===== config.mk =====
export PLATFORM = sky130hd
export DESIGN_NAME = uart_stream_ctrl_flat
export DESIGN_NICKNAME = d
export VERILOG_FILES = /design/src/rtl/uart_pkg.sv /design/src/rtl/uart_stream_ctrl_if.sv /design/src/rtl/uart_sync_fifo.sv /design/src/rtl/uart_stream_ctrl.sv /design/src/flat_wrapper.sv
export SDC_FILE = /design/constraint.sdc
export NUM_CORES = 1
export LEC_CHECK = 0
export BUFFER_PORTS_ARGS = -buffer_cell sky130_fd_sc_hd__buf_2
export CELL_PAD_IN_SITES_DETAIL_PLACEMENT = 2
export CELL_PAD_IN_SITES_GLOBAL_PLACEMENT = 2
export CORE_MARGIN = 10
export CORE_UTILIZATION = 34
export DETAILED_ROUTE_END_ITERATION = 8
export HOLD_SLACK_MARGIN = 0.1
export PLACE_DENSITY_LB_ADDON = 0.1
export SLEW_MARGIN = 20
export SYNTH_ARGS = -nofsm -noshare
export SYNTH_HDL_FRONTEND = slang
export SYNTH_SLANG_ARGS = --single-unit

===== constraint.sdc =====
create_clock -name clk -period 2.34 [get_ports clk]
set_input_delay 0.351 -clock clk [delete_from_list [all_inputs] [get_ports clk]]
set_output_delay 0.351 -clock clk [all_outputs]
set_load 0.03 [all_outputs]

===== src/rtl/uart_pkg.sv =====
// Shared definitions for the UART stream controller: register map, status bits, FSM states.
package uart_pkg;

  localparam logic [3:0] OFF_CLK_DIV = 4'h0;
  localparam logic [3:0] OFF_STATUS  = 4'h4;
  localparam logic [3:0] OFF_DATA    = 4'h8;

  localparam int unsigned STATUS_TX_READY_BIT = 0;
  localparam int unsigned STATUS_RX_READY_BIT = 1;

  typedef enum logic [1:0] {
    ST_CFG,
    ST_POLL,
    ST_RX_READ,
    ST_TX_WRITE
  } state_t;

endpackage


===== src/rtl/uart_stream_ctrl_if.sv =====
// Memory-mapped UART register port; master is the sequencer, slave is the UART.
interface uart_stream_ctrl_if;
  logic [63:0] uart_address_out;
  logic        uart_sel_out;
  logic        uart_read_out;
  logic [63:0] uart_read_value_in;
  logic [3:0]  uart_write_mask_out;
  logic [63:0] uart_write_value_out;

  modport master (
    output uart_address_out, uart_sel_out, uart_read_out,
           uart_write_mask_out, uart_write_value_out,
    input  uart_read_value_in
  );

  modport slave (
    input  uart_address_out, uart_sel_out, uart_read_out,
           uart_write_mask_out, uart_write_value_out,
    output uart_read_value_in
  );
endinterface


===== src/rtl/uart_sync_fifo.sv =====
// Synchronous first-word fall-through FIFO with active-low synchronous reset.
module uart_sync_fifo #(
  parameter int unsigned WIDTH = 16,
  parameter int unsigned DEPTH = 4
) (
  input  logic             clk,
  input  logic             reset_n,
  input  logic             push,
  input  logic [WIDTH-1:0] push_data,
  input  logic             pop,
  output logic [WIDTH-1:0] pop_data,
  output logic             full,
  output logic             empty
);

  localparam int unsigned AW = (DEPTH > 1) ? $clog2(DEPTH) : 1;
  localparam logic [AW:0] FULL_CNT = (AW + 1)'(DEPTH);

  logic [WIDTH-1:0] mem [DEPTH];
  logic [AW-1:0]    wr_ptr;
  logic [AW-1:0]    rd_ptr;
  logic [AW:0]      count;

  always_ff @(posedge clk) begin
    if (push) mem[wr_ptr] <= push_data;
  end

  always_ff @(posedge clk) begin
    if (!reset_n) begin
      wr_ptr <= '0;
      rd_ptr <= '0;
      count  <= '0;
    end else begin
      if (push) wr_ptr <= wr_ptr + 1'b1;
      if (pop)  rd_ptr <= rd_ptr + 1'b1;
      case ({push, pop})
        2'b10:   count <= count + 1'b1;
        2'b01:   count <= count - 1'b1;
        default: count <= count;
      endcase
    end
  end

  assign pop_data = mem[rd_ptr];
  assign full     = (count == FULL_CNT);
  assign empty    = (count == '0);

endmodule


===== src/rtl/uart_stream_ctrl.sv =====
// Sequencer owning the UART register port: configures the divider, polls status,
// and moves words between the tx/rx streams and the UART data register.
module uart_stream_ctrl #(
  parameter int unsigned FIFO_DEPTH      = 4,
  parameter logic [31:0] DEFAULT_CLK_DIV = 32'd217,
  parameter logic [63:0] BASE_ADDR       = 64'h0
) (
  input  logic                clk,
  input  logic                reset_n,
  input  logic [15:0]         tx_data_in,
  input  logic                tx_valid_in,
  output logic                tx_ready_out,
  output logic [15:0]         rx_data_out,
  output logic                rx_valid_out,
  input  logic                rx_ready_in,
  input  logic [31:0]         cfg_div_in,
  input  logic                cfg_div_valid_in,
  uart_stream_ctrl_if.master  uart
);

  import uart_pkg::*;

  state_t      state;
  logic [31:0] div_reg;
  logic        cfg_pending;

  logic        tx_full, tx_empty, tx_push, tx_pop;
  logic [15:0] tx_head;
  logic        rx_full, rx_empty, rx_push, rx_pop;
  logic [1:0]  status;
  logic        unused_read_bits;

  assign status           = uart.uart_read_value_in[1:0];
  assign unused_read_bits = ^uart.uart_read_value_in[63:16];

  assign tx_push = tx_valid_in && !tx_full;
  assign tx_pop  = (state == ST_TX_WRITE);
  assign rx_push = (state == ST_RX_READ);
  assign rx_pop  = rx_ready_in && !rx_empty;

  assign tx_ready_out = reset_n && !tx_full;
  assign rx_valid_out = reset_n && !rx_empty;

  uart_sync_fifo #(.WIDTH(16), .DEPTH(FIFO_DEPTH)) u_tx_fifo (
    .clk       (clk),
    .reset_n   (reset_n),
    .push      (tx_push),
    .push_data (tx_data_in),
    .pop       (tx_pop),
    .pop_data  (tx_head),
    .full      (tx_full),
    .empty     (tx_empty)
  );

  uart_sync_fifo #(.WIDTH(16), .DEPTH(FIFO_DEPTH)) u_rx_fifo (
    .clk       (clk),
    .reset_n   (reset_n),
    .push      (rx_push),
    .push_data (uart.uart_read_value_in[15:0]),
    .pop       (rx_pop),
    .pop_data  (rx_data_out),
    .full      (rx_full),
    .empty     (rx_empty)
  );

  always_ff @(posedge clk) begin
    if (!reset_n) begin
      state       <= ST_CFG;
      div_reg     <= DEFAULT_CLK_DIV;
      cfg_pending <= 1'b0;
    end else begin
      case (state)
        ST_POLL: begin
          if (status[STATUS_RX_READY_BIT] && !rx_full)
            state <= ST_RX_READ;
          else if (cfg_pending && status[STATUS_TX_READY_BIT] && tx_empty)
            state <= ST_CFG;
          else if (status[STATUS_TX_READY_BIT] && !tx_empty)
            state <= ST_TX_WRITE;
          else
            state <= ST_POLL;
        end
        default: state <= ST_POLL;
      endcase
      // A request landing on the CFG cycle keeps pending set so the new value is written too.
      if (cfg_div_valid_in) begin
        div_reg     <= cfg_div_in;
        cfg_pending <= 1'b1;
      end else if (state == ST_CFG) begin
        cfg_pending <= 1'b0;
      end
    end
  end

  // Bus drive decodes the state register; reset gates it so an in-flight access is dropped.
  logic [63:0] bus_addr;
  logic        bus_sel;
  logic        bus_read;
  logic [3:0]  bus_mask;
  logic [63:0] bus_value;

  always_comb begin
    bus_addr  = '0;
    bus_sel   = 1'b0;
    bus_read  = 1'b0;
    bus_mask  = '0;
    bus_value = '0;
    if (reset_n) begin
      bus_sel = 1'b1;
      case (state)
        ST_CFG: begin
          bus_addr  = BASE_ADDR | {60'b0, OFF_CLK_DIV};
          bus_mask  = 4'b0011;
          bus_value = {32'b0, div_reg};
        end
        ST_POLL: begin
          bus_addr = BASE_ADDR | {60'b0, OFF_STATUS};
        end
        ST_RX_READ: begin
          bus_addr = BASE_ADDR | {60'b0, OFF_DATA};
          bus_read = 1'b1;
        end
        default: begin
          bus_addr  = BASE_ADDR | {60'b0, OFF_DATA};
          bus_mask  = 4'b0001;
          bus_value = {48'b0, tx_head};
        end
      endcase
    end
  end

  assign uart.uart_address_out     = bus_addr;
  assign uart.uart_sel_out         = bus_sel;
  assign uart.uart_read_out        = bus_read;
  assign uart.uart_write_mask_out  = bus_mask;
  assign uart.uart_write_value_out = bus_value;

endmodule


===== src/flat_wrapper.sv =====
// flat-port wrapper written by rule: the top's interface ports become plain ports
module uart_stream_ctrl_flat import uart_pkg::*;
#(
  parameter int unsigned FIFO_DEPTH      = 4,
  parameter logic [31:0] DEFAULT_CLK_DIV = 32'd217,
  parameter logic [63:0] BASE_ADDR       = 64'h0
)
  (clk, reset_n, tx_data_in, tx_valid_in, tx_ready_out, rx_data_out, rx_valid_out, rx_ready_in, cfg_div_in, cfg_div_valid_in, uart_uart_address_out, uart_uart_sel_out, uart_uart_read_out, uart_uart_write_mask_out, uart_uart_write_value_out, uart_uart_read_value_in);
  uart_stream_ctrl_if uart_i ();
  input  logic clk;
  input  logic reset_n;
  input  logic [15:0] tx_data_in;
  input  logic tx_valid_in;
  output logic tx_ready_out;
  output logic [15:0] rx_data_out;
  output logic rx_valid_out;
  input  logic rx_ready_in;
  input  logic [31:0] cfg_div_in;
  input  logic cfg_div_valid_in;
  output wire logic [$bits(uart_i.uart_address_out)-1:0] uart_uart_address_out;
  output wire logic [$bits(uart_i.uart_sel_out)-1:0] uart_uart_sel_out;
  output wire logic [$bits(uart_i.uart_read_out)-1:0] uart_uart_read_out;
  output wire logic [$bits(uart_i.uart_write_mask_out)-1:0] uart_uart_write_mask_out;
  output wire logic [$bits(uart_i.uart_write_value_out)-1:0] uart_uart_write_value_out;
  input wire logic [$bits(uart_i.uart_read_value_in)-1:0] uart_uart_read_value_in;
  assign uart_uart_address_out = uart_i.uart_address_out;
  assign uart_uart_sel_out = uart_i.uart_sel_out;
  assign uart_uart_read_out = uart_i.uart_read_out;
  assign uart_uart_write_mask_out = uart_i.uart_write_mask_out;
  assign uart_uart_write_value_out = uart_i.uart_write_value_out;
  assign uart_i.uart_read_value_in = uart_uart_read_value_in;
  uart_stream_ctrl #(.FIFO_DEPTH(FIFO_DEPTH), .DEFAULT_CLK_DIV(DEFAULT_CLK_DIV), .BASE_ADDR(BASE_ADDR)) u_core (.clk(clk), .reset_n(reset_n), .tx_data_in(tx_data_in), .tx_valid_in(tx_valid_in), .tx_ready_out(tx_ready_out), .rx_data_out(rx_data_out), .rx_valid_out(rx_valid_out), .rx_ready_in(rx_ready_in), .cfg_div_in(cfg_div_in), .cfg_div_valid_in(cfg_div_valid_in), .uart(uart_i));
endmodule

==> results.toml, run 1 <==
[synthesis]
synth_mux_area_frac = 0.0846
synthSimpleGateAreaFrac = 0.118
synth.avg_cell_area_sq_um = 13.8
synth-edff-count = 128
synth_top_family_by_area = "buffers and inverters"
ys_seq_elements = 181
syn_area_sq_um = 8400
netlist_instances = 608
synth_compound_area_frac = 0.0578
yosys_warnings = 0
async_reset_ff_frac = 0
synthFlopType = "edfxtp_1"
synth_cell_types = 37
synthAdderAreaFrac = 0.0256
seq_area_frac_synth = 0.584
synth_xor_xnor_area_share = 0.00730

[detailed_routing]
dr.pass1.iters = 5
via_per_inst = 4.48
drt_iter0_drc = 167
drcViolationCount = 0
num_vias = 4874
wl_um = 22000
antenna_left = 0
avgRoutedWirePerCell_um = 20.2

[floorplan]
die_x_um = 177
coreArea_sq_um = 24300
std_cell_rows = 57
start_util = 0.345
die_h_um = 177
pin_count = 269
dieArea_sq_um = 31400

[clock_tree]
cts_tree = "yes"
clk_transition_reported_paths_ns = 0.08
cts.htree.levels = 4
clk_latency_ns = 0.43
numCtsBuffers = 17
cts_root_buffer = "clkbuf_16"
cts_sinks = 181
clockBufferDepth = 2

[flow_run]
max_cap_viol_count = 0

[place]
gp_congestion = 0.708
dpl.hpwl_um = 15400
port_buffers = 124
dp.cells = 1042

[status]
status = "finished, final reports clean"

[sta]
skew_ns = 0.0141
period_minus_slack_ns = 2.27
clock.fmax_ghz = 0.440
drv_slew = 0
min_period_over_period = 0.971
grt_setup_unrepaired = "true"
setup_viol = 0
finalHoldViolations = 0
setup_tns_ns = 0
whs_ns = 0.135

[layout]
layout_commonest_cell = "edfxtp_1"
final_nets = 883
drive_above_1_share = 0.334
final_cells = 1088
fin_util = 0.409
area_growth_pct = 18.5
mostFrequentLayoutCells = "edfxtp_1, buf_2, conb_1"

[setup_path]
max_stage_delay_ns = 0.37
cpMaxStageDelayCell = "dfxtp_4"
path_class = "flop to primary output"
worst-path-max-fanout = 8
rr_startpoint = "u_core.state[0]"
critical_path_required_ns = 1.99
r2r_cells = 9
timing.reg2reg.setup_slack_ns = 0.24
endpoint_kind = "primary output"
critical_path_arrival_ns = 1.92
cp-start-kind = "flop"
reg2reg_to = "u_core.u_rx_fifo.count[2]"
path_cells = "ha_4 -> buf_12 -> nand2_4 -> a211oi_1 -> nor4b_2 -> buf_4"

[hold_path]
hold_end = "u_core.u_tx_fifo.mem[3][12]"
holdPathStages = 1
holdCritPathClass = "input port to flop"
hold_start = "tx_data_in[12]"

[power_and_ir_drop]
swShare = 0.293
power.share.combinational = 0.157
p_clk_frac = 0.370
power_leakage_uw = 0.00390
power_density_nw_per_um2 = 769
power_uw = 7660
internal_power_uw = 5410
vdd_ir_drop_max_uv = 431
power_frac_seq = 0.473
power_switching_uw = 2250

[global_route]
gr-total-overflow = 0
grt_pass1_vias = 5671
grt_max_degree = 35
antenna_found_initial = 2
grt_pass1_wl_um = 33200
grt_usage = 0.139
[worst max path at each step]
| stage | from | endpoint | cells past startpoint |
|---|---|---|---|
| final | u_core.state[1] | uart_uart_write_value_out[0] | 6 |
| after global routing | u_core.state[1] | uart_uart_write_value_out[0] | 6 |
| after CTS | u_core.state[1] | uart_uart_write_value_out[0] | 6 |
| after detailed placement | u_core.state[0] | u_core.u_rx_fifo.count[2] | 9 |
| after global placement | u_core.state[1] | uart_uart_write_value_out[8] | 6 |
| after floorplan | u_core.state[0] | u_core.u_rx_fifo.count[2] | 10 |
[cell type report]
cell class | count | area [sq um]
Antenna cell | 1 | 2.50
Timing Repair Buffer | 158 | 1040
Fill cell | 2495 | 14400
Sequential cell | 181 | 4910
Inverter | 16 | 60.1
Clock inverter | 14 | 156
Tap cell | 324 | 405
Multi-Input combinational cell | 376 | 2950
Clock buffer | 18 | 429
[kinds of logic (layout without fill, tap and decap cells)]
logic type	after synthesis	count (layout)
flops	181	181
buf+inv	147	206
simple gates	141	142
compound gates	64	64
mux	51	51
fa+ha+maj	16	16
xor+xnor	7	7
other cells	1	97
[power by group through the flow]
stage          combinational [uW]  clock, uW  sequential, uW
6_report                     1200       2840            3630
3_3_place_gp                 1090          0            3690
4_1_cts                      1200       2930            3630
2_1_floorplan                 949          0            3670
3_5_place_dp                 1120          0            3700
5_1_grt                      1310       3060            3640
[cell usage after synthesis (2+ instances only)]
cell type,count,share of area
edfxtp_1,128,0.46
buf_4,103,0.092
nor2b_1,64,0.048
dfxtp_1,53,0.13
mux2i_1,35,0.042
a211oi_1,21,0.019
and2_1,20,0.015
a21oi_1,16,0.0095
and3_1,16,0.012
inv_1,16,0.0071
mux4_2,16,0.043
nor4b_2,16,0.029
nand2_1,15,0.0067
ha_1,14,0.021
a211oi_2,11,0.016
clkbuf_1,11,0.0049
buf_6,8,0.011
buf_2,7,0.0042
o21ai_0,7,0.0042
a21boi_0,5,0.0045
or3_1,4,0.0030
xor2_1,4,0.0042
xnor2_1,3,0.0031
fa_1,2,0.0048
[timing repair]
item / CTS / global route
hold buffers: 0 / 0
pin swaps: 7 / 4
gates resized for setup: 26 / 20
gates cloned: 3 / 0
setup buffers: 11 / 0
endpoints found under the setup margin: 16 / 17
[layer usage]
layer	share of wire	vias to the layer above	wire length [um]	track usage
met5	0.00032	-	7	0
met4	0.0058	2	127	0.0322
met3	0.058	12	1270	0.0403
met2	0.54	123	11900	0.260
met1	0.40	2465	8740	0.149
li1	-	2272	-	-
[stage by stage]
| step | area, sq um | setup WS [ns] |
|---|---|---|
| after floorplan | 8760 | 0.320 |
| after global placement | 9030 | 0.240 |
| after detailed placement | 9030 | 0.137 |
| after CTS | 9900 | 0.00528 |
| after global routing | 9960 | -0.0377 |
| final | 9960 | 0.0667 |
[worst max-delay path, delay by kind of cell (launching register included)]
kind	cells	cell delay (ns)
AND/OR/NAND/NOR	2	0.48
AO/OA/AOI/OAI	1	0.09
adder cells (fa/ha/maj)	1	0.20
flip-flops	1	0.37
buffers and inverters	2	0.36
(Power assumes the default switching activity.)
==> run 2, diff against run 1 <==
Settings changed: SYNTH_HIERARCHICAL from default to 1.
==> run 2 against run 1 <==
Net effect:
- final area fell by 3.8%
- sequential share of layout area rose by 1.9 points
- worst setup slack improved by 0.0040 ns
- clock skew fell by 0.0036 ns
- routed wire length fell by 6.9%
- worst hold slack got worse by 0.0022 ns
- first-iteration DRC count rose by 54%
- die area fell by 1.4%
- largest power group unchanged
==> results.toml, run 2 <==
[power_and_ir_drop]
swShare = 0.279
power_switching_uw = 2110
internal_power_uw = 5460
power_frac_seq = 0.480
power_uw = 7570
power_leakage_uw = 0.00382
power_density_nw_per_um2 = 790
p_clk_frac = 0.372
vdd_ir_drop_max_uv = 409
power.share.combinational = 0.148

[synthesis]
ys_seq_elements = 181
synth.top_cells.by_count = "edfxtp_1, buf_4, dfxtp_1"
synthFlopType = "edfxtp_1"
synth_cell_types = 32
async_reset_ff_frac = 0
seq_area_frac_synth = 0.593
ys_top_cells_by_area = "edfxtp_1, dfxtp_1, buf_4"
synth_top_area_frac = 0.465
synth.most_common_cell = "edfxtp_1"
synth.avg_cell_area_sq_um = 14.7
netlist_instances = 563
yosys_warnings = 6
syn_area_sq_um = 8260
synth.largest_area_cell = "edfxtp_1"
synth-edff-count = 128

[setup_path]
endpoint_kind = "primary output"
critical_path_required_ns = 1.99
rr_startpoint = "u_core/state[0]"
path_cells = "buf_12 -> buf_4 -> mux4_2 -> nand2_1 -> a21boi_1 -> buf_2"
critical_path_arrival_ns = 1.92
r2r_cells = 9
cp-start-kind = "flop"
reg2reg_to = "u_core/u_rx_fifo/count[2]"
cpMaxStageDelayCell = "mux4_2"
max_stage_delay_ns = 0.50
worst-path-max-fanout = 8
timing.reg2reg.setup_slack_ns = 0.14
path_class = "flop to primary output"

[detailed_routing]
via_per_inst = 4.36
avgRoutedWirePerCell_um = 19.8
drt_iter0_drc = 258
dr.pass1.iters = 4
num_vias = 4522
drcViolationCount = 0
wl_um = 20500
antenna_left = 0

[clock_tree]
cts_root_buffer = "clkbuf_16"
cts.htree.levels = 4
postCtsHoldBufs = 0
clockBufferDepth = 2
clk_transition_reported_paths_ns = 0.07
clk_latency_ns = 0.43
cts_sinks = 181
numCtsBuffers = 17
cts_tree = "yes"

[sta]
grt_setup_unrepaired = "true"
tightest_slew_ns = 0.567
setup_viol = 0
finalHoldViolations = 0
drv_slew = 0
min_period_over_period = 0.970
clock.fmax_ghz = 0.441
skew_ns = 0.0106
setup_ws_ns = 0.0708
period_minus_slack_ns = 2.27
relSlewSlack = 0.622

[global_route]
antenna_found_initial = 0
grt_pass1_wl_um = 31200
grt_pass1_vias = 5205
grt_usage = 0.131
grt_max_degree = 52
gr-total-overflow = 0

[layout]
antenna_cells = 0
final_nets = 839
drive_above_1_share = 0.292
layout_commonest_cell = "edfxtp_1"
fin_util = 0.405
final_cells = 1037
area_growth_pct = 16.0
mostFrequentLayoutCells = "edfxtp_1, buf_2, conb_1"

[place]
dp.cells = 1000
post-place-ws_ns = 0.102
port_buffers = 124
dpl.hpwl_um = 14700
gp_congestion = 0.711

[floorplan]
start_util = 0.349
die_x_um = 176
dieArea_sq_um = 30900
pin_count = 269
std_cell_rows = 56
die_h_um = 176
coreArea_sq_um = 23700

[status]
status = "finished, final reports clean"

[hold_path]
holdCritPathClass = "input port to flop"
hold_end = "u_core/u_tx_fifo/mem[0][0]"
hold_start = "tx_data_in[0]"
holdPathStages = 1

[flow_run]
max_cap_viol_count = 0
[run 2: critical path, delay by kind of cell (launching register included)]
| family | cells | cell delay (ns) |
|---|---|---|
| buffers and inverters | 3 | 0.45 |
| muxes | 1 | 0.50 |
| and+or+nand+nor | 1 | 0.09 |
| AOI/OAI and AO/OA | 1 | 0.08 |
| DFF | 1 | 0.38 |
[run 2: per-stage QoR]
| step | instance area (sq um) | hold WS, ns | TNS (ns) |
|---|---|---|---|
| after floorplan | 8620 | 0.441 | 0 |
| after global placement | 8900 | 0.459 | 0 |
| after detailed placement | 8900 | 0.468 | 0 |
| after CTS | 9520 | 0.107 | -0.000250 |
| after global routing | 9580 | 0.119 | -0.0659 |
| final | 9580 | 0.133 | 0 |
[run 2: how the worst max path moves through the flow]
stage,startpoint,to,slack (ns),depth (start not counted)
after detailed placement,u_core/state[1],u_core/u_tx_fifo/count[2],0.10,7
after floorplan,flop,uart_uart_write_value_out[10],0.36,5
after global placement,u_core/state[0],uart_uart_write_value_out[4],0.17,5
after global routing,flop,uart_uart_write_value_out[8],-0.03,6
after CTS,flop,uart_uart_write_value_out[13],-0.0003,6
final,flop,uart_uart_write_value_out[5],0.07,6
[run 2: cell families (layout without fill, tap and decap cells)]
group           after synthesis  in the layout  share of synthesized area
simple gates                125            125                     0.0893
mux                          66             66                      0.134
other cells                   1             96                   0.000454
flops                       181            181                      0.593
fa+ha+maj                    17             17                     0.0276
buf+inv                     138            198                      0.123
xor+xnor                     10             10                     0.0106
compound gates               25             25                     0.0218
[run 2: per-layer routing]
layer | vias up | wire (um) | global-route usage
met5 | - | 0 | 0
met4 | 0 | 135 | 0.0371
met3 | 8 | 1120 | 0.0384
met2 | 139 | 10200 | 0.220
met1 | 2273 | 9070 | 0.162
li1 | 2102 | - | -
[run 2: power groups by stage]
stage | Sequential, uW | Combinational [uW] | Clock (uW)
floorplan | 3670 | 946 | 0
global placement | 3690 | 1080 | 0
detailed placement | 3700 | 1100 | 0
CTS | 3630 | 1120 | 2920
global route | 3650 | 1220 | 3060
finish | 3630 | 1120 | 2820
[run 2: final cells by class]
class | count | area (sq um)
inverter | 15 | 56.3
clock inverter | 13 | 145
clock buffer | 19 | 433
sequential | 181 | 4910
timing repair buffer | 151 | 913
fill | 2454 | 14100
tap | 319 | 399
multi-input combinational | 339 | 2730
[run 2: timing repair]
item / 4_1_cts / 5_1_grt
resized for setup: 9 / 11
buffers inserted: 3 / 1
setup endpoints to repair: 24 / 11
cloned: 0 / 1
